[src/rtl/imem_loader_pkg.sv]
// Purpose: shared types and constants for the instruction-memory loader.
// Latency: n/a (definitions only).
// Backpressure: n/a.
// Contents: loader state encoding, bytes-per-word and length-field width.
package imem_loader_pkg;

   typedef enum logic [2:0] {
      IDLE,
      LEN_LO,
      LEN_HI,
      DATA,
      CSUM,
      DONE
   } state_t;

   localparam int BYTES_PER_WORD = 4;
   localparam int LANE_W         = $clog2(BYTES_PER_WORD);
   localparam int LEN_W          = 16;

endpackage

[src/rtl/imem_loader_if.sv]
// Purpose: byte-stream and imem write-port bundle for the loader.
// Latency: n/a (wiring only).
// Backpressure: s_ready from the loader throttles the byte source.
// Ports: s_valid/s_ready/s_data byte stream; mem_we/mem_addr/mem_wd imem write port.
//        master = loader side, slave = byte source / imem side.
interface imem_loader_if #(
   parameter int ADDR_W = 6,
   parameter int DATA_W = 32
);
   logic              s_valid;
   logic              s_ready;
   logic [7:0]        s_data;
   logic              mem_we;
   logic [ADDR_W-1:0] mem_addr;
   logic [DATA_W-1:0] mem_wd;

   modport master (
      input  s_valid, s_data,
      output s_ready, mem_we, mem_addr, mem_wd
   );

   modport slave (
      output s_valid, s_data,
      input  s_ready, mem_we, mem_addr, mem_wd
   );
endinterface

[src/rtl/imem_loader_byte_packer.sv]
// Purpose: packs little-endian bytes into 32-bit words.
// Latency: word_vld pulses the cycle after the 4th byte of a word is accepted.
// Backpressure: none; caller only presents byte_vld on accepted bytes.
// Ports: clk, reset (async high); clr restarts at lane 0; byte_vld/byte_dat
//        accepted byte; lane current byte lane; word_vld/word_dat assembled word.
module imem_loader_byte_packer
   import imem_loader_pkg::*;
(
   input  logic              clk,
   input  logic              reset,
   input  logic              clr,
   input  logic              byte_vld,
   input  logic [7:0]        byte_dat,
   output logic [LANE_W-1:0] lane,
   output logic              word_vld,
   output logic [31:0]       word_dat
);

   // Right shift register: after four bytes the first byte sits in [7:0].
   // A byte arriving during the write cycle shifts only at the end of that
   // cycle, so word_dat is stable while word_vld is high.
   always_ff @(posedge clk or posedge reset) begin
      if (reset) begin
         lane     <= '0;
         word_vld <= 1'b0;
         word_dat <= '0;
      end else begin
         word_vld <= 1'b0;
         if (clr) begin
            lane <= '0;
         end else if (byte_vld) begin
            word_dat <= {byte_dat, word_dat[31:8]};
            lane     <= lane + 1'b1;
            if (lane == LANE_W'(BYTES_PER_WORD - 1))
               word_vld <= 1'b1;
         end
      end
   end

endmodule

[src/rtl/imem_loader.sv]
// Purpose: streams a length-prefixed program into imem while holding the CPU in reset.
// Latency: mem_we one cycle after a word's 4th byte; done/cpu_hold release two cycles after final handshake.
// Backpressure: s_ready high only in LEN_LO/LEN_HI/DATA/CSUM, including the write cycle (no bubble).
// Ports: clk, reset (async high), start pulse, bus (imem_loader_if.master: byte
//        stream in, imem write port out), cpu_hold, busy, done (sticky), err (sticky).
// Option: IMEM_LOADER_CHECKSUM_EN adds a trailing XOR checksum byte (CSUM state).
module imem_loader
   import imem_loader_pkg::*;
#(
   parameter int ADDR_W = 6,
   parameter int DATA_W = 32
) (
   input  logic          clk,
   input  logic          reset,
   input  logic          start,
   imem_loader_if.master bus,
   output logic          cpu_hold,
   output logic          busy,
   output logic          done,
   output logic          err
);

   localparam logic [LEN_W-1:0] MAX_WORDS = LEN_W'(1 << ADDR_W);

   state_t            state;
   logic [LEN_W-1:0]  len;
   logic [LEN_W-1:0]  wcnt;      // words fully received this session
   logic [ADDR_W-1:0] idx;       // address of the next imem write
   logic              fin_pend;  // session ended; publish status next cycle
   logic [LEN_W-1:0]  len_full;
   logic              accept;
   logic              data_acc;
   logic              start_go;
   logic [LANE_W-1:0] lane;
   logic              word_vld;
   logic [31:0]       word_dat;
`ifdef IMEM_LOADER_CHECKSUM_EN
   logic [7:0]        csum;
`endif

   assign bus.s_ready = (state == LEN_LO) || (state == LEN_HI) ||
                        (state == DATA)   || (state == CSUM);
   assign accept   = bus.s_valid & bus.s_ready;
   assign data_acc = accept && (state == DATA);
   assign start_go = start && !busy && ((state == IDLE) || (state == DONE));
   assign len_full = {bus.s_data, len[7:0]};

   assign bus.mem_we   = word_vld;
   assign bus.mem_addr = idx;
   assign bus.mem_wd   = DATA_W'(word_dat);

   imem_loader_byte_packer u_packer (
      .clk      (clk),
      .reset    (reset),
      .clr      (start_go),
      .byte_vld (data_acc),
      .byte_dat (bus.s_data),
      .lane     (lane),
      .word_vld (word_vld),
      .word_dat (word_dat)
   );

   always_ff @(posedge clk or posedge reset) begin
      if (reset) begin
         state    <= IDLE;
         len      <= '0;
         wcnt     <= '0;
         idx      <= '0;
         fin_pend <= 1'b0;
         cpu_hold <= 1'b1;
         busy     <= 1'b0;
         done     <= 1'b0;
         err      <= 1'b0;
`ifdef IMEM_LOADER_CHECKSUM_EN
         csum     <= '0;
`endif
      end else begin
         if (word_vld)
            idx <= idx + 1'b1;

         // Status lags the final handshake by one extra cycle so the last
         // imem write completes before the CPU is released.
         if (fin_pend) begin
            fin_pend <= 1'b0;
            done     <= 1'b1;
            busy     <= 1'b0;
            cpu_hold <= err;
         end

         case (state)
            IDLE, DONE: begin
               if (start_go) begin
                  state    <= LEN_LO;
                  done     <= 1'b0;
                  err      <= 1'b0;
                  busy     <= 1'b1;
                  cpu_hold <= 1'b1;
                  len      <= '0;
                  wcnt     <= '0;
                  idx      <= '0;
`ifdef IMEM_LOADER_CHECKSUM_EN
                  csum     <= '0;
`endif
               end
            end
            LEN_LO: begin
               if (accept) begin
                  len[7:0] <= bus.s_data;
                  state    <= LEN_HI;
               end
            end
            LEN_HI: begin
               if (accept) begin
                  len[15:8] <= bus.s_data;
                  if (len_full == '0) begin
                     state    <= DONE;
                     fin_pend <= 1'b1;
                  end else if (len_full > MAX_WORDS) begin
                     err      <= 1'b1;
                     state    <= DONE;
                     fin_pend <= 1'b1;
                  end else begin
                     state <= DATA;
                  end
               end
            end
            DATA: begin
               if (accept) begin
`ifdef IMEM_LOADER_CHECKSUM_EN
                  csum <= csum ^ bus.s_data;
`endif
                  if (lane == LANE_W'(BYTES_PER_WORD - 1)) begin
                     wcnt <= wcnt + 1'b1;
                     if (wcnt + 1'b1 == len) begin
`ifdef IMEM_LOADER_CHECKSUM_EN
                        state    <= CSUM;
`else
                        state    <= DONE;
                        fin_pend <= 1'b1;
`endif
                     end
                  end
               end
            end
`ifdef IMEM_LOADER_CHECKSUM_EN
            CSUM: begin
               if (accept) begin
                  if (bus.s_data != csum)
                     err <= 1'b1;
                  state    <= DONE;
                  fin_pend <= 1'b1;
               end
            end
`endif
            default: state <= IDLE;
         endcase
      end
   end

endmodule

[src/flat_wrapper.sv]
// flat-port wrapper written by rule: the top's interface ports become plain ports
module imem_loader_flat import imem_loader_pkg::*;
#(
   parameter int ADDR_W = 6,
   parameter int DATA_W = 32
)
  (clk, reset, start, cpu_hold, busy, done, err, bus_s_valid, bus_s_data, bus_s_ready, bus_mem_we, bus_mem_addr, bus_mem_wd);
  imem_loader_if #(.ADDR_W(ADDR_W), .DATA_W(DATA_W)) bus_i ();
  input  logic clk;
  input  logic reset;
  input  logic start;
  output logic cpu_hold;
  output logic busy;
  output logic done;
  output logic err;
  input wire logic [$bits(bus_i.s_valid)-1:0] bus_s_valid;
  input wire logic [$bits(bus_i.s_data)-1:0] bus_s_data;
  output wire logic [$bits(bus_i.s_ready)-1:0] bus_s_ready;
  output wire logic [$bits(bus_i.mem_we)-1:0] bus_mem_we;
  output wire logic [$bits(bus_i.mem_addr)-1:0] bus_mem_addr;
  output wire logic [$bits(bus_i.mem_wd)-1:0] bus_mem_wd;
  assign bus_i.s_valid = bus_s_valid;
  assign bus_i.s_data = bus_s_data;
  assign bus_s_ready = bus_i.s_ready;
  assign bus_mem_we = bus_i.mem_we;
  assign bus_mem_addr = bus_i.mem_addr;
  assign bus_mem_wd = bus_i.mem_wd;
  imem_loader #(.ADDR_W(ADDR_W), .DATA_W(DATA_W)) u_core (.clk(clk), .reset(reset), .start(start), .bus(bus_i), .cpu_hold(cpu_hold), .busy(busy), .done(done), .err(err));
endmodule
[config.mk]
export PLATFORM = sky130hd
export DESIGN_NAME = imem_loader_flat
export DESIGN_NICKNAME = d
export VERILOG_FILES = /design/src/rtl/imem_loader_pkg.sv /design/src/rtl/imem_loader_if.sv /design/src/rtl/imem_loader_byte_packer.sv /design/src/rtl/imem_loader.sv /design/src/flat_wrapper.sv
export SDC_FILE = /design/constraint.sdc
export NUM_CORES = 1
export LEC_CHECK = 0
export ABC_AREA = 1
export BUFFER_PORTS_ARGS = -buffer_cell sky130_fd_sc_hd__buf_2
export CORE_MARGIN = 1.5
export CORE_UTILIZATION = 62
export CTS_CLUSTER_SIZE = 10
export DETAILED_ROUTE_END_ITERATION = 10
export PLACE_DENSITY = 0.92
export SYNTH_ARGS = -nofsm -noshare
export SYNTH_HDL_FRONTEND = slang
export SYNTH_HIERARCHICAL = 1
export SYNTH_SLANG_ARGS = --single-unit
[constraint.sdc]
create_clock -name clk -period 4.9 [get_ports clk]
set_clock_uncertainty 0.05 [all_clocks]
set_input_delay 1.47 -clock clk [delete_from_list [all_inputs] [get_ports clk]]
set_output_delay 1.47 -clock clk [all_outputs]
set_load 0.05 [all_outputs]
; Word-level counts from Yosys, hierarchy flattened
; Index checks and enable logic that the tools add are counted.
[word_totals]
reg_bits = 81
elab_cells = 100
[classes]
add_sub_neg = 3
magnitude_cmp = 1
n_eq_ne = 15
n_mux = 45
bitwise = 2
reduce_logical = 21
[op_table]
columns = cell, n
row1 = 2-to-1 mux 16 bit, 3
row2 = one-hot mux 16 bit (2 select lines), 1
row3 = one-hot mux 8 bit (2 select lines), 2
row4 = 2-to-1 mux 3 bit, 8
row5 = 2-to-1 mux 1 bit, 22
row6 = 2-to-1 mux 6 bit, 3
row7 = adder 16 x 1 -> 16 bit (second input constant), 1
row8 = equality test 16 bit, 1
row9 = greater-than comparator 16 x 7 -> 1 bit (second input constant), 1
row10 = logical NOT 16 bit, 1
row11 = one-hot mux 3 bit (4 select lines), 1
row12 = 2-to-1 mux 8 bit, 1
row13 = inequality test 2 x 1 -> 1 bit (second input constant), 4
row14 = inequality test 2 bit (second input constant), 4
row15 = nonzero test 2 bit, 4
row16 = adder 6 x 1 -> 6 bit (second input constant), 1
row17 = equality test 3 x 2 -> 1 bit (second input constant), 2
row18 = equality test 3 bit (second input constant), 2
row19 = AND reduction 3 bit, 2
row20 = AND reduction 6 bit, 1
row21 = AND reduction 5 bit, 1
row22 = logical OR 1 bit, 4
row23 = 2-to-1 mux 2 bit, 2
row24 = one-hot mux 1 bit (2 select lines), 2
row25 = 11 further kinds, 13

; Logic depth before layout (Yosys ltp)
; Gate-level depths: netlist (run 1).
[logic_depth]
ltp_word = 8
ltp_mapped = 15
ltp_nobuf = 15

; By module
; Netlist (run 1), hierarchy kept.
[by_module_without_submodules]
columns = module, instances, cells_each, area_each_um2, seq_area_each_um2
row1 = imem_loader, 1, 384, 2793.9, 1152.4
row2 = imem_loader_byte_packer, 1, 155, 1475.2, 875.8

; Worst setup path before layout (run 1)
; No wires, ideal clock.
[synth_timing]
kind = register to output
from = register u_core.state[0]
to = output port bus_s_ready
arrival_time_ns = 0.962
path_slack_ns = 2.418
path_stages_with_launch = 5
path_cell_list = dfrtp_1 > inv_2 > a21oi_1 > inv_1 > nand2_1
[synth_between]
elab_chain_len = 4
elab_cells_between_ends = 7
cone_classes = 4 x eq/ne / 3 x reduce/logical
[synth_rtl]
columns = item, line
row1 = "start, declared", imem_loader.sv:25  ; state_t state;
row2 = "start signal, assigned", imem_loader.sv:65  ; state <= IDLE;
row3 = "start signal, assigned", imem_loader.sv:93  ; state <= LEN_LO;
row4 = "start signal, assigned", imem_loader.sv:109  ; state <= LEN_HI;
row5 = equality test 3 x 1 -> 1 bit or equality test 3 x 2 -> 1 bit (tied branches), imem_loader.sv:41  ; assign bus.s_ready = (state == LEN_LO) || (state == LEN_HI) ||
row6 = logical OR 1 bit (2 in a row), imem_loader.sv:41
row7 = logical OR 1 bit *, imem_loader.sv:42  ; (state == DATA) || (state == CSUM);
row8 = "end, declared", flat_wrapper.sv:18  ; output wire logic [$bits(bus_i.s_ready)-1:0] bus_s_ready;
; Every way passes the cells marked *; elsewhere a longest branch is shown, timed or not.

; Final worst setup path (run 1)
[layout_timing]
from = input port bus_s_valid
to = register u_core.wcnt[2]
[layout_between]
elab_chain_len = 3
[layout_rtl]
columns = item, line
row1 = "start, declared", flat_wrapper.sv:16  ; input wire logic [$bits(bus_i.s_valid)-1:0] bus_s_valid;
row2 = bitwise AND 1 bit, imem_loader.sv:43  ; assign accept = bus.s_valid & bus.s_ready;
row3 = inequality test 2 x 1 -> 1 bit (no source line), n/a
row4 = AND reduction 4 bit (no source line), n/a
row5 = "end signal, assigned", imem_loader.sv:133  ; wcnt <= wcnt + 1'b1;
row6 = "end, declared", imem_loader.sv:27  ; logic [LEN_W-1:0] wcnt;
; Every way passes these cells.
; A chain may end at the register's enable or synchronous reset.

==> results of run 1 <==
[registers in the layout, summed over array words and instances, names as in the netlist]
name and count:
u_core/cpu_hold 1, u_core/state 3, u_core/u_packer/word_dat 32, u_core/err 1
u_core/busy 1, u_core/u_packer/lane 2, u_core/bus.mem_addr 6, u_core/fin_pend 1
u_core/wcnt 16, u_core/len 16, u_core/done 1, u_core/u_packer/word_vld 1
[cells in the mapped netlist (3+ instances only)]
cell type,count
sky130_fd_sc_hd__inv_1,62
sky130_fd_sc_hd__o211ai_1,3
sky130_fd_sc_hd__o22ai_1,19
sky130_fd_sc_hd__nand2_2,13
sky130_fd_sc_hd__nand4_1,13
sky130_fd_sc_hd__nand2_1,153
sky130_fd_sc_hd__nand3_1,87
sky130_fd_sc_hd__o21ai_1,5
sky130_fd_sc_hd__nor2_2,6
sky130_fd_sc_hd__nor2_1,24
sky130_fd_sc_hd__nor2_4,3
sky130_fd_sc_hd__buf_4,6
sky130_fd_sc_hd__ha_1,3
sky130_fd_sc_hd__nand3_2,4
sky130_fd_sc_hd__a21oi_1,4
sky130_fd_sc_hd__nand2_4,3
sky130_fd_sc_hd__nor3_1,5
sky130_fd_sc_hd__inv_2,6
sky130_fd_sc_hd__o21ai_0,17
sky130_fd_sc_hd__buf_6,5
sky130_fd_sc_hd__dfrtp_1,80
[worst min-delay path, stage by stage, from the launching register on]
cell,delay (ns)
sky130_fd_sc_hd__dfrtp_1,0.37
sky130_fd_sc_hd__nand2_2,0.05
sky130_fd_sc_hd__nand2_1,0.05
[report_power, final]
part           internal, mW  switching (mW)
clock network         0.255           0.256
logic               0.00839          0.0353
registers             0.671         0.00263
total                 0.934           0.294
[layer usage]
| layer | share of wire (%) | track usage (%) | up-vias |
|---|---|---|---|
| met1 | 41 | 38.3 | 1878 |
| met2 | 50 | 50.0 | 185 |
| met4 | 1.8 | 10.7 | 0 |
| li1 | - | - | 1870 |
| met5 | 0 | 0 | - |
| met3 | 7.3 | 5.39 | 17 |
[final cells by class]
type	instances	area [µm²]	share of cell area (%)
Clock buffer	10	138	2.90
Inverter	69	259	5.46
Clock inverter	6	72.6	1.53
Tap cell	80	100	2.11
Timing Repair Buffer	58	298	6.28
Sequential cell	81	2030	42.8
Multi-Input combinational cell	374	1850	38.9
[cell usage in the layout, fill, tap and decap left out, types with 6 or more instances in the layout]
master                     count
sky130_fd_sc_hd__o22ai_1      19
sky130_fd_sc_hd__nor2_1       23
sky130_fd_sc_hd__nand3_1      87
sky130_fd_sc_hd__o21ai_0      17
sky130_fd_sc_hd__dfrtp_1      80
sky130_fd_sc_hd__clkbuf_8     10
sky130_fd_sc_hd__nand2_1     153
sky130_fd_sc_hd__buf_2        55
sky130_fd_sc_hd__inv_2         6
sky130_fd_sc_hd__nor2_2        7
sky130_fd_sc_hd__inv_1        61
sky130_fd_sc_hd__nand2_2      13
sky130_fd_sc_hd__nand4_1      13
[cells by family (layout without fill, tap and decap cells)]
kind of cell               count (synthesis)  count (layout)  share of synthesized area (%)
DFF                                       81              81                           47.5
and+or+nand+nor                          319             319                           35.1
adders and majority gates                  3               3                          0.879
buffers and inverters                     84             143                           9.32
AOI/OAI and AO/OA                         50              50                           6.77
xor gates and xnor gates                   2               2                          0.410
[path summary, 6_finish.rpt]
kind | end | from | slack, ns
setup reg to reg | u_core/wcnt[2] | u_core/state[2] | 2.30
hold reg to reg | u_core/u_packer/word_dat[4] | u_core/u_packer/word_dat[4] | 0.44
setup / recovery | u_core/wcnt[2] | bus_s_valid | 1.88
min in group asynchronous | u_core/u_packer/word_dat[18] | reset | 1.16
hold / removal | u_core/u_packer/word_dat[4] | u_core/u_packer/word_dat[4] | 0.44
max in group asynchronous | u_core/busy | reset | 3.18
[metrics by stage]
step | power, mW | setup slack [ns]
global placement | 0.730 | 1.65
finish | 1.23 | 1.88
CTS | 1.24 | 1.96
global route | 1.27 | 1.80
floorplan | 0.713 | 2.29
detailed placement | 0.731 | 1.60
==> reports/qor_table.md, run 1 <==
| Step | Metric | This run |
|:---|:---|:---|
| placed design | Area after detailed placement | 4530 µm² |
| die | Initial core utilization | 63.5% |
| die | X dimension of the die | 86.0 µm |
| hold path | Hold Path Cell Cnt | 2 |
| final layout | Post-synthesis to final-layout area growth | 11.0% |
| yosys | Synthesized cell area | 4270 µm² |
| cts | Buffers from clock root to sink, at most | 2 |
| die | Number of top-level pins | 56 |
| setup path | Sequence of cells on the critical path | buf_2 > inv_1 > nor2_2 > buf_4 > nand3_2 > nand2_2 > o22ai_1 |
| placed design | Final HPWL from detailed placement | 7.53 mm |
| detailed routing | First DRT Iteration DRCs | 369 |
| setup path | Arrival time at the worst endpoint | 3.17 ns |
| detailed routing | First-pass iteration count of the detailed router | 5 |
| yosys | Synth top area cells | sky130_fd_sc_hd__dfrtp_1 (47%), sky130_fd_sc_hd__nand2_1 (13%), sky130_fd_sc_hd__nand3_1 (10%), sky130_fd_sc_hd__inv_1 (5.5%), sky130_fd_sc_hd__o22ai_1 (2.8%) |
| hold path | Path type of the worst min-delay path | reg -> reg |
| detailed routing | Number of DRC violations after detailed routing | 0 |
| final layout | Finished Layout Cells | 678 |
| timing | Crit share post-route | 61.6% |
| final layout | Design area | 4740 µm² |
| yosys | Average size of a mapped cell | 7.92 µm² |
| setup path | Slowest cell on crit path | sky130_fd_sc_hd__nand2_2 |
| timing | RSZ-0062 raised after global routing | false |
| placed design | Placed cells | 662 |
| final layout | Antenna diode count | 0 |
| setup path | CP max FO | 38 |
| final layout | # fillers | 516 |
| final layout | Final core area utilization | 70.6% |
| cts | Clock tree sinks | 81 |
| setup path | Total buffers and inverters traversed by the critical path | 3 |
| yosys | Seq/Total Area, Yosys | 47.5% |
| power | PwrDens | 259 nW/µm² |
| detailed routing | Detail Route Antenna Nets | 0 |
| yosys | EDFF count, synth | 0 |
| timing | Shortest period the worst path allows | 3.02 ns |
| final layout | Ratio of cells with drive above 1 in the final layout | 19.4% |
| power | Cell leakage power | 2.78 nW |
| yosys | Post-Synthesis Net Count | 554 |
| global routing | Initial antenna violation count | 0 |
| run status | Run status | finished clean |
| setup path | Element type at the critical path start | input pin |
| timing | Slew Limit Fails | 0 |
| timing | Actual transition at the worst max-transition pin | 0.691 ns |
| cts | Cts bufs inserted | 9 |
| setup path | Largest delay share family, worst path | simple AND/OR/NAND/NOR gates |
| detailed routing | Routed wirelength normalized by instance count | 15.3 µm |
| placed design | Number of port buffers | 55 |
| yosys | Area share of the leading cell type in the synthesized netlist | 46.9% |
| timing | Worst hold margin | 0.438 ns |
| yosys | Synth async-reset ratio | 100% |
| global routing | Total overflow reported by the global router | 0 |
| setup path | Critical setup path kind | in -> reg |
| cts | Setup Buffers After CTS | 0 |
| setup path | Instance count on the critical path | 7 |
| timing | Final Setup Violations | 0 |
| detailed routing | Number of vias per cell | 5.83 |
| timing | Max Fclk | 332 MHz |
| detailed routing | Wire length after detailed routing | 10.4 mm |
| yosys | Number of synthesized register bits | 81 |
| cts | Clock tree from TritonCTS | done |
| setup path | R2R depth | 9 |
| final layout | Number of nets in the final layout | 608 |
| cts | Resize count post-CTS | 0 |
| timing | Final Hold Vio Count | 0 |
| placed design | GP Congestion | 0.908 |
| global routing | First-pass GRT wire length | 17.2 mm |
| detailed routing | Total vias in the final route | 3950 |
| timing | Tightest slew margin relative to the limit | 53.9% |
| setup path | Element type at the critical path end | flip-flop |
| job | Count of maximum capacitance violations | 0 |
| yosys | Leading register cell type out of synthesis | sky130_fd_sc_hd__dfrtp_1 |
| yosys | Cell accounting for the most synthesized area | sky130_fd_sc_hd__dfrtp_1 |
| setup path | Peak per-stage delay on the critical path | 0.42 ns |
| yosys | Yosys warnings | 6 |
| cts | Hold_buf cts | 0 |
| global routing | Via count of the first global-routing pass | 3777 |
| timing | Fin Setup TNS | 0 ns |
| yosys | Post-Synthesis Cells | 539 |
| die | Std cell rows | 30 |
| setup path | CP required | 5.06 ns |
| cts | Clock latency at the later pin of the worst-skew pair | 0.36 ns |
| global routing | Global Route Usage Sum | 29.6% |
| power | IR drop worst, VDD | 0.182 mV |
| cts | Clock transition time at the flip-flop clock pins of the worst setup and hold paths | 0.09 ns |
| die | Floorplan Core Area | 6720 µm² |
| die | Overall die height | 86.0 µm |
| yosys | Distinct cell type count after synthesis | 35 |
| die | Total die area | 7390 µm² |
| cts | Number of H-tree levels | 3 |
| cts | Buffer cell driving the clock tree root | sky130_fd_sc_hd__clkbuf_8 |
| global routing | Pin count of the biggest net entering global routing | 47 |
No activity file was read; power rests on OpenSTA's default activity.
==> inputs of run 2 (changes only) <==
CORE_UTILIZATION = 58   (was 62)
PLACE_DENSITY = 0.87   (was 0.92)
clock period = 2.8 ns   (was 4.9 ns; I/O delays follow)
==> run 2 against run 1 <==
Against the previous run: total power is 75% higher; setup slack lost 1.4 ns; sequential share of layout area is 0.52 points lower; critical path type is now reg -> out; largest cell class unchanged; highest routed layer unchanged.
==> reports/qor_table.md, run 2 (synthesis results as in run 1) <==
| Step | Metric | This run |
|:---|:---|:---|
| cts | Resize count post-CTS | 0 |
| setup path | R2r setup slk | 0.60 ns |
| timing | Actual transition at the worst max-transition pin | 0.609 ns |
| setup path | Critical register-to-register path startpoint | u_core/wcnt[0] |
| final layout | Largest registers | u_core/u_packer/word_dat: 32 flops, u_core/len: 16 flops, u_core/wcnt: 16 flops |
| cts | Cts bufs inserted | 9 |
| setup path | Critical setup path kind | reg -> out |
| timing | Final Setup Violations | 0 |
| hold path | Endpoint of the worst hold-timing path | u_core/u_packer/word_dat[0] |
| cts | Setup Buffers After CTS | 0 |
| global routing | First-pass GRT wire length | 15.9 mm |
| detailed routing | First-pass iteration count of the detailed router | 7 |
| setup path | Slowest cell on crit path | sky130_fd_sc_hd__dfrtp_1 |
| hold path | Hold Path Cell Cnt | 2 |
| power | PwrDens | 448 nW/µm² |
| cts | Clock tree from TritonCTS | done |
| setup path | CP max FO | 4 |
| detailed routing | First DRT Iteration DRCs | 285 |
| global routing | Initial antenna violation count | 0 |
| setup path | Largest delay share family, worst path | flip-flops |
| die | Initial core utilization | 59.5% |
| setup path | Total buffers and inverters traversed by the critical path | 3 |
| job | Count of maximum capacitance violations | 0 |
| die | Total die area | 7880 µm² |
| setup path | R2R depth | 14 |
| final layout | Most common cell after layout, fill and taps aside | sky130_fd_sc_hd__nand2_1 |
| cts | Number of H-tree levels | 3 |
| hold path | Path type of the worst min-delay path | reg -> reg |
| timing | RSZ-0062 raised after global routing | false |
| setup path | CP required | 1.91 ns |
| setup path | Peak per-stage delay on the critical path | 0.44 ns |
| setup path | Endpoint of the worst-slack reg-to-reg timing path | u_core/state[0] |
| final layout | Max reg flops | 32 |
| timing | Slew Limit Fails | 0 |
| placed design | Final HPWL from detailed placement | 7.31 mm |
| detailed routing | Wire length after detailed routing | 9.97 mm |
| detailed routing | Routed wirelength normalized by instance count | 14.2 µm |
| placed design | Placed cells | 686 |
| final layout | Finished Layout Cells | 702 |
| hold path | Beginning of the worst hold path | u_core/u_packer/word_dat[0] |
| detailed routing | Detail Route Antenna Nets | 0 |
| global routing | Via count of the first global-routing pass | 3433 |
| die | Number of top-level pins | 56 |
| power | IR drop worst, VDD | 0.245 mV |
| detailed routing | Number of vias per cell | 5.58 |
| final layout | Ratio of cells with drive above 1 in the final layout | 20.1% |
| final layout | Antenna diode count | 0 |
| cts | Clock latency at the later pin of the worst-skew pair | 0.36 ns |
| die | Floorplan Core Area | 7180 µm² |
| global routing | Total overflow reported by the global router | 0 |
| final layout | Number of nets in the final layout | 613 |
| cts | Hold_buf cts | 0 |
| placed design | Number of port buffers | 55 |
| timing | Shortest period the worst path allows | 2.28 ns |
| timing | Final Hold Vio Count | 0 |
| timing | Worst hold margin | 0.435 ns |
| cts | Clock tree sinks | 81 |
| setup path | CP startpoint | u_core/state[0] |
| run status | Run status | finished clean |
| final layout | Largest reg by FF count | u_core/u_packer/word_dat |
| die | Std cell rows | 31 |
| timing | Tightest slew margin relative to the limit | 59.4% |
| placed design | Area after detailed placement | 4590 µm² |
| detailed routing | Number of DRC violations after detailed routing | 0 |
| power | Cell leakage power | 2.80 nW |
| timing | Fin Setup TNS | 0 ns |
| final layout | Post-synthesis to final-layout area growth | 12.4% |
| setup path | Arrival time at the worst endpoint | 1.39 ns |
| cts | Clock transition time at the flip-flop clock pins of the worst setup and hold paths | 0.09 ns |
| setup path | Sequence of cells on the critical path | inv_2 > a21oi_1 > inv_1 > nand2_1 > buf_2 |
| timing | Max Fclk | 439 MHz |
| final layout | Commonest cells after routing, fill and taps aside | sky130_fd_sc_hd__nand2_1 (153), sky130_fd_sc_hd__nand3_1 (87), sky130_fd_sc_hd__dfrtp_1 (80) |
| global routing | Global Route Usage Sum | 26.5% |
| detailed routing | Total vias in the final route | 3919 |
| global routing | Pin count of the biggest net entering global routing | 47 |
| final layout | Design area | 4800 µm² |
| placed design | GP Congestion | 0.898 |
| cts | Buffer cell driving the clock tree root | sky130_fd_sc_hd__clkbuf_8 |
| die | X dimension of the die | 88.8 µm |
| setup path | Element type at the critical path end | output pin |
| timing | Crit share post-route | 81.3% |
| setup path | Element type at the critical path start | flip-flop |
| cts | Buffers from clock root to sink, at most | 2 |
| die | Overall die height | 88.8 µm |
==> run 2: cell count changes in the layout (fill, tap and decap cells not counted) <==
cell / change
sky130_fd_sc_hd__clkbuf_8: -1
sky130_fd_sc_hd__inv_8: +1
sky130_fd_sc_hd__clkinv_4: -1
sky130_fd_sc_hd__inv_6: +1
sky130_fd_sc_hd__buf_4: +5
==> run 2: worst max-delay path by stage <==
| stage | endpoint | slack, ns | cells past startpoint |
|---|---|---|---|
| 2_1_floorplan | u_core/bus.mem_addr[0] | 0.82 | 1 |
| 3_3_place_gp | u_core/u_packer/word_dat[13] | 0.66 | 8 |
| 3_5_place_dp | u_core/u_packer/word_dat[13] | 0.63 | 8 |
| 4_1_cts | bus_s_ready | 0.50 | 5 |
| 5_1_grt | u_core/state[0] | 0.41 | 14 |
| 6_report | bus_s_ready | 0.52 | 5 |
==> run 2: power by group <==
part	switching, mW	internal (mW)
Clock	0.466	0.429
Combinational	0.0626	0.0147
Sequential	0.00488	1.17
==> run 2: cell type report <==
type / instances / area (µm²)
Tap cell: 99 / 124
Clock inverter: 7 / 83.8
Sequential cell: 81 / 2030
Multi-Input combinational cell: 374 / 1850
Fill cell: 566 / 2380
Inverter: 69 / 259
Timing Repair Buffer: 63 / 335
Clock buffer: 9 / 124
==> run 2: worst register-to-register path: stages (launching register included) <==
cell and delay, ns:
sky130_fd_sc_hd__dfrtp_1 0.43, sky130_fd_sc_hd__ha_1 0.24, sky130_fd_sc_hd__nand3_1 0.14, sky130_fd_sc_hd__nor2_1 0.25, sky130_fd_sc_hd__nand3_1 0.15, sky130_fd_sc_hd__nand2_1 0.11
sky130_fd_sc_hd__nand3_1 0.07, sky130_fd_sc_hd__nand2_1 0.07, sky130_fd_sc_hd__nand2_1 0.04, sky130_fd_sc_hd__nor2_1 0.14, sky130_fd_sc_hd__nand3_2 0.14, sky130_fd_sc_hd__nand2_4 0.10
sky130_fd_sc_hd__nand2_2 0.06, sky130_fd_sc_hd__nand2_1 0.05, sky130_fd_sc_hd__nand2_1 0.06
==> run 2: metrics by stage <==
step / util [%] / worst slack, ns / power (mW)
2_1_floorplan: - / 0.824 / 1.25
3_3_place_gp: 64.0 / 0.655 / 1.28
3_5_place_dp: 64.0 / 0.633 / 1.28
4_1_cts: 66.9 / 0.499 / 2.17
5_1_grt: 66.9 / 0.413 / 2.23
6_report: 66.9 / 0.524 / 2.15
==> run 2: layer usage <==
metal  wire length [µm]  GRT usage (%)  share of wire, %
met1               4160           35.5                42
met2               4820           42.3                48
met3                843           5.41               8.5
met4                145           10.8               1.5
met5                  0              0                 0
==> inputs of run 3 (changes only) <==
CORE_UTILIZATION = 52   (was 58)
PLACE_DENSITY = 0.83   (was 0.87)
clock period = 1.9 ns   (was 2.8 ns; I/O delays follow)
==> run 3 against run 2 <==
Against the previous run: the flow now finishes with violations (negative setup slack); total power rose by 49%; hold slack got worse by 0.24 ns; count of clock-buffer cells in the layout is the same; clock power up 50%; design area up 10%; die area rose by 11%; largest power group unchanged.
==> reports/qor_table.md, run 3 (synthesis results as in run 1) <==
| Step | Metric | This run |
|:---|:---|:---|
| detailed routing | Number of vias per cell | 5.56 |
| final layout | Finished Layout Cells | 734 |
| detailed routing | First-pass iteration count of the detailed router | 5 |
| final layout | Antenna diode count | 0 |
| job | Count of maximum capacitance violations | 0 |
| final layout | Design area | 5290 µm² |
| timing | Slew Limit Fails | 0 |
| run status | Run status | finished with violations |
| detailed routing | Total vias in the final route | 4081 |
| power | PwrDens | 605 nW/µm² |
| timing | Tightest slew margin relative to the limit | 71.0% |
| detailed routing | Routed wirelength normalized by instance count | 15.4 µm |
| die | Floorplan Core Area | 7850 µm² |
| die | Number of top-level pins | 56 |
| detailed routing | Detail Route Antenna Nets | 0 |
| cts | Clock tree from TritonCTS | done |
| cts | Number of H-tree levels | 3 |
| die | Initial core utilization | 54.4% |
| timing | Final Setup Violations | 3 |
| power | IR drop worst, VDD | 0.400 mV |
| global routing | Total overflow reported by the global router | 0 |
| final layout | Post-synthesis to final-layout area growth | 24.0% |
| detailed routing | Wire length after detailed routing | 11.3 mm |
| timing | Final Hold Vio Count | 0 |
| timing | Actual transition at the worst max-transition pin | 0.436 ns |
| final layout | Ratio of cells with drive above 1 in the final layout | 27.8% |
| run status | Violated checks | negative setup slack |
| setup path | Critical setup path kind | reg -> reg |
| final layout | Commonest cells after routing, fill and taps aside | sky130_fd_sc_hd__nand2_1 (145), sky130_fd_sc_hd__nand3_1 (79), sky130_fd_sc_hd__dfrtp_1 (78) |
| final layout | Max reg flops | 32 |
| setup path | CP max FO | 8 |
| final layout | Largest reg by FF count | u_core/u_packer/word_dat |
| die | Overall die height | 93.6 µm |
| cts | Clock tree sinks | 81 |
| final layout | Most common cell after layout, fill and taps aside | sky130_fd_sc_hd__nand2_1 |
| timing | RSZ-0062 raised after global routing | true |
| setup path | CP required | 2.11 ns |
| cts | Buffers from clock root to sink, at most | 2 |
| timing | Crit share post-route | 105% |
| hold path | Path type of the worst min-delay path | in -> async |
| final layout | Final core area utilization | 67.4% |
| global routing | Initial antenna violation count | 0 |
| timing | Worst hold margin | 0.192 ns |
| timing | Max Fclk | 503 MHz |
| cts | Clock latency at the later pin of the worst-skew pair | 0.37 ns |
| final layout | # fillers | 670 |
| timing | Setup slack of the critical path after layout | -0.0884 ns |
| global routing | Via count of the first global-routing pass | 3958 |
| setup path | Arrival time at the worst endpoint | 2.19 ns |
| power | Cell leakage power | 2.99 nW |
| cts | Clock transition time at the flip-flop clock pins of the worst setup and hold paths | 0.09 ns |
| global routing | Pin count of the biggest net entering global routing | 47 |
| final layout | Largest registers | u_core/u_packer/word_dat: 32 flops, u_core/len: 16 flops, u_core/wcnt: 16 flops |
| detailed routing | First DRT Iteration DRCs | 256 |
| die | X dimension of the die | 93.6 µm |
| detailed routing | Number of DRC violations after detailed routing | 0 |
| placed design | Area after detailed placement | 4720 µm² |
| global routing | Global Route Usage Sum | 27.0% |
| placed design | Number of port buffers | 55 |
| global routing | First-pass GRT wire length | 18.4 mm |
| cts | Buffer cell driving the clock tree root | sky130_fd_sc_hd__clkbuf_8 |
| setup path | Element type at the critical path end | flip-flop |
| placed design | Final HPWL from detailed placement | 7.61 mm |
| setup path | Element type at the critical path start | flip-flop |
| placed design | GP Congestion | 0.895 |
| die | Std cell rows | 32 |
| final layout | Number of nets in the final layout | 642 |
| timing | Shortest period the worst path allows | 1.99 ns |
| placed design | Placed cells | 699 |
| cts | Cts bufs inserted | 9 |
| die | Total die area | 8760 µm² |
| cts | Hold_buf cts | 0 |
-- run 3: changes by cell type in the layout (fill, tap and decap cells not counted), sizes merged --
cell / change
buf: +27
nand2: +1
nor2: +1
-- run 3: final cells by class --
type                            count  area [µm²]  area share (%)
Multi-Input combinational cell    376        2030            38.3
Tap cell                          102         128            2.41
Timing Repair Buffer               90         634            12.0
Clock buffer                        9         124            2.34
Clock inverter                      7        83.8            1.58
Inverter                           69         267            5.04
Sequential cell                    81        2030            38.4
-- run 3: critical path, cell delays in order, from the launching register on --
cell,delay [ns]
sky130_fd_sc_hd__dfrtp_1,0.44
sky130_fd_sc_hd__buf_6,0.16
sky130_fd_sc_hd__inv_4,0.06
sky130_fd_sc_hd__nor2_4,0.04
sky130_fd_sc_hd__buf_12,0.13
sky130_fd_sc_hd__nand2_4,0.08
sky130_fd_sc_hd__o21ai_4,0.06
sky130_fd_sc_hd__buf_4,0.13
sky130_fd_sc_hd__buf_4,0.12
sky130_fd_sc_hd__nand3_2,0.05
sky130_fd_sc_hd__nand3_2,0.08
sky130_fd_sc_hd__nor2_2,0.12
sky130_fd_sc_hd__nand3_2,0.09
sky130_fd_sc_hd__nand2_4,0.10
sky130_fd_sc_hd__nand2_4,0.06
sky130_fd_sc_hd__nand2_1,0.05
sky130_fd_sc_hd__nand2_1,0.05
-- run 3: power breakdown --
group | total [mW] | switching, mW | internal, mW
Sequential | 1.74 | 0.00751 | 1.73
Combinational | 0.122 | 0.0959 | 0.0261
Clock | 1.34 | 0.707 | 0.632
Total | 3.20 | 0.810 | 2.39
-- run 3: metal layers --
| metal | share of wire (%) | GRT usage [%] | wire, µm |
|---|---|---|---|
| met4 | 3.2 | 11.1 | 364 |
| met5 | 0 | 0 | 0 |
| met2 | 51 | 45.5 | 5770 |
| met3 | 4.5 | 4.80 | 515 |
| met1 | 41 | 34.1 | 4680 |
-- run 3: what timing repair did --
item	in CTS	in global routing
setup buffers	12	4
endpoints found under the setup margin	34	43
gates cloned	1	2
gates resized for setup	17	34
pin swaps	13	16
-- run 3: final timing paths --
kind,from,end,slack [ns],depth (start not counted)
max,u_core/wcnt[0],u_core/state[1],-0.09,16
min,reset,u_core/done,0.19,3
max reg2reg,u_core/wcnt[0],u_core/state[1],-0.09,16
min reg2reg,u_core/u_packer/word_dat[4],u_core/u_packer/word_dat[4],0.43,2
max in group asynchronous,reset,u_core/u_packer/word_dat[29],1.24,3
min in group clk,u_core/u_packer/word_dat[4],u_core/u_packer/word_dat[4],0.43,2
-- run 3: through the flow --
stage | TNS, ns | power [mW] | setup WS [ns]
after global routing | -0.899 | 3.31 | -0.204
after global placement | -0.0727 | 1.89 | -0.0253
final | -0.248 | 3.20 | -0.0884
after CTS | -0.133 | 3.23 | -0.0572
after detailed placement | -0.691 | 1.89 | -0.118
after floorplan | 0 | 1.84 | 0.0968
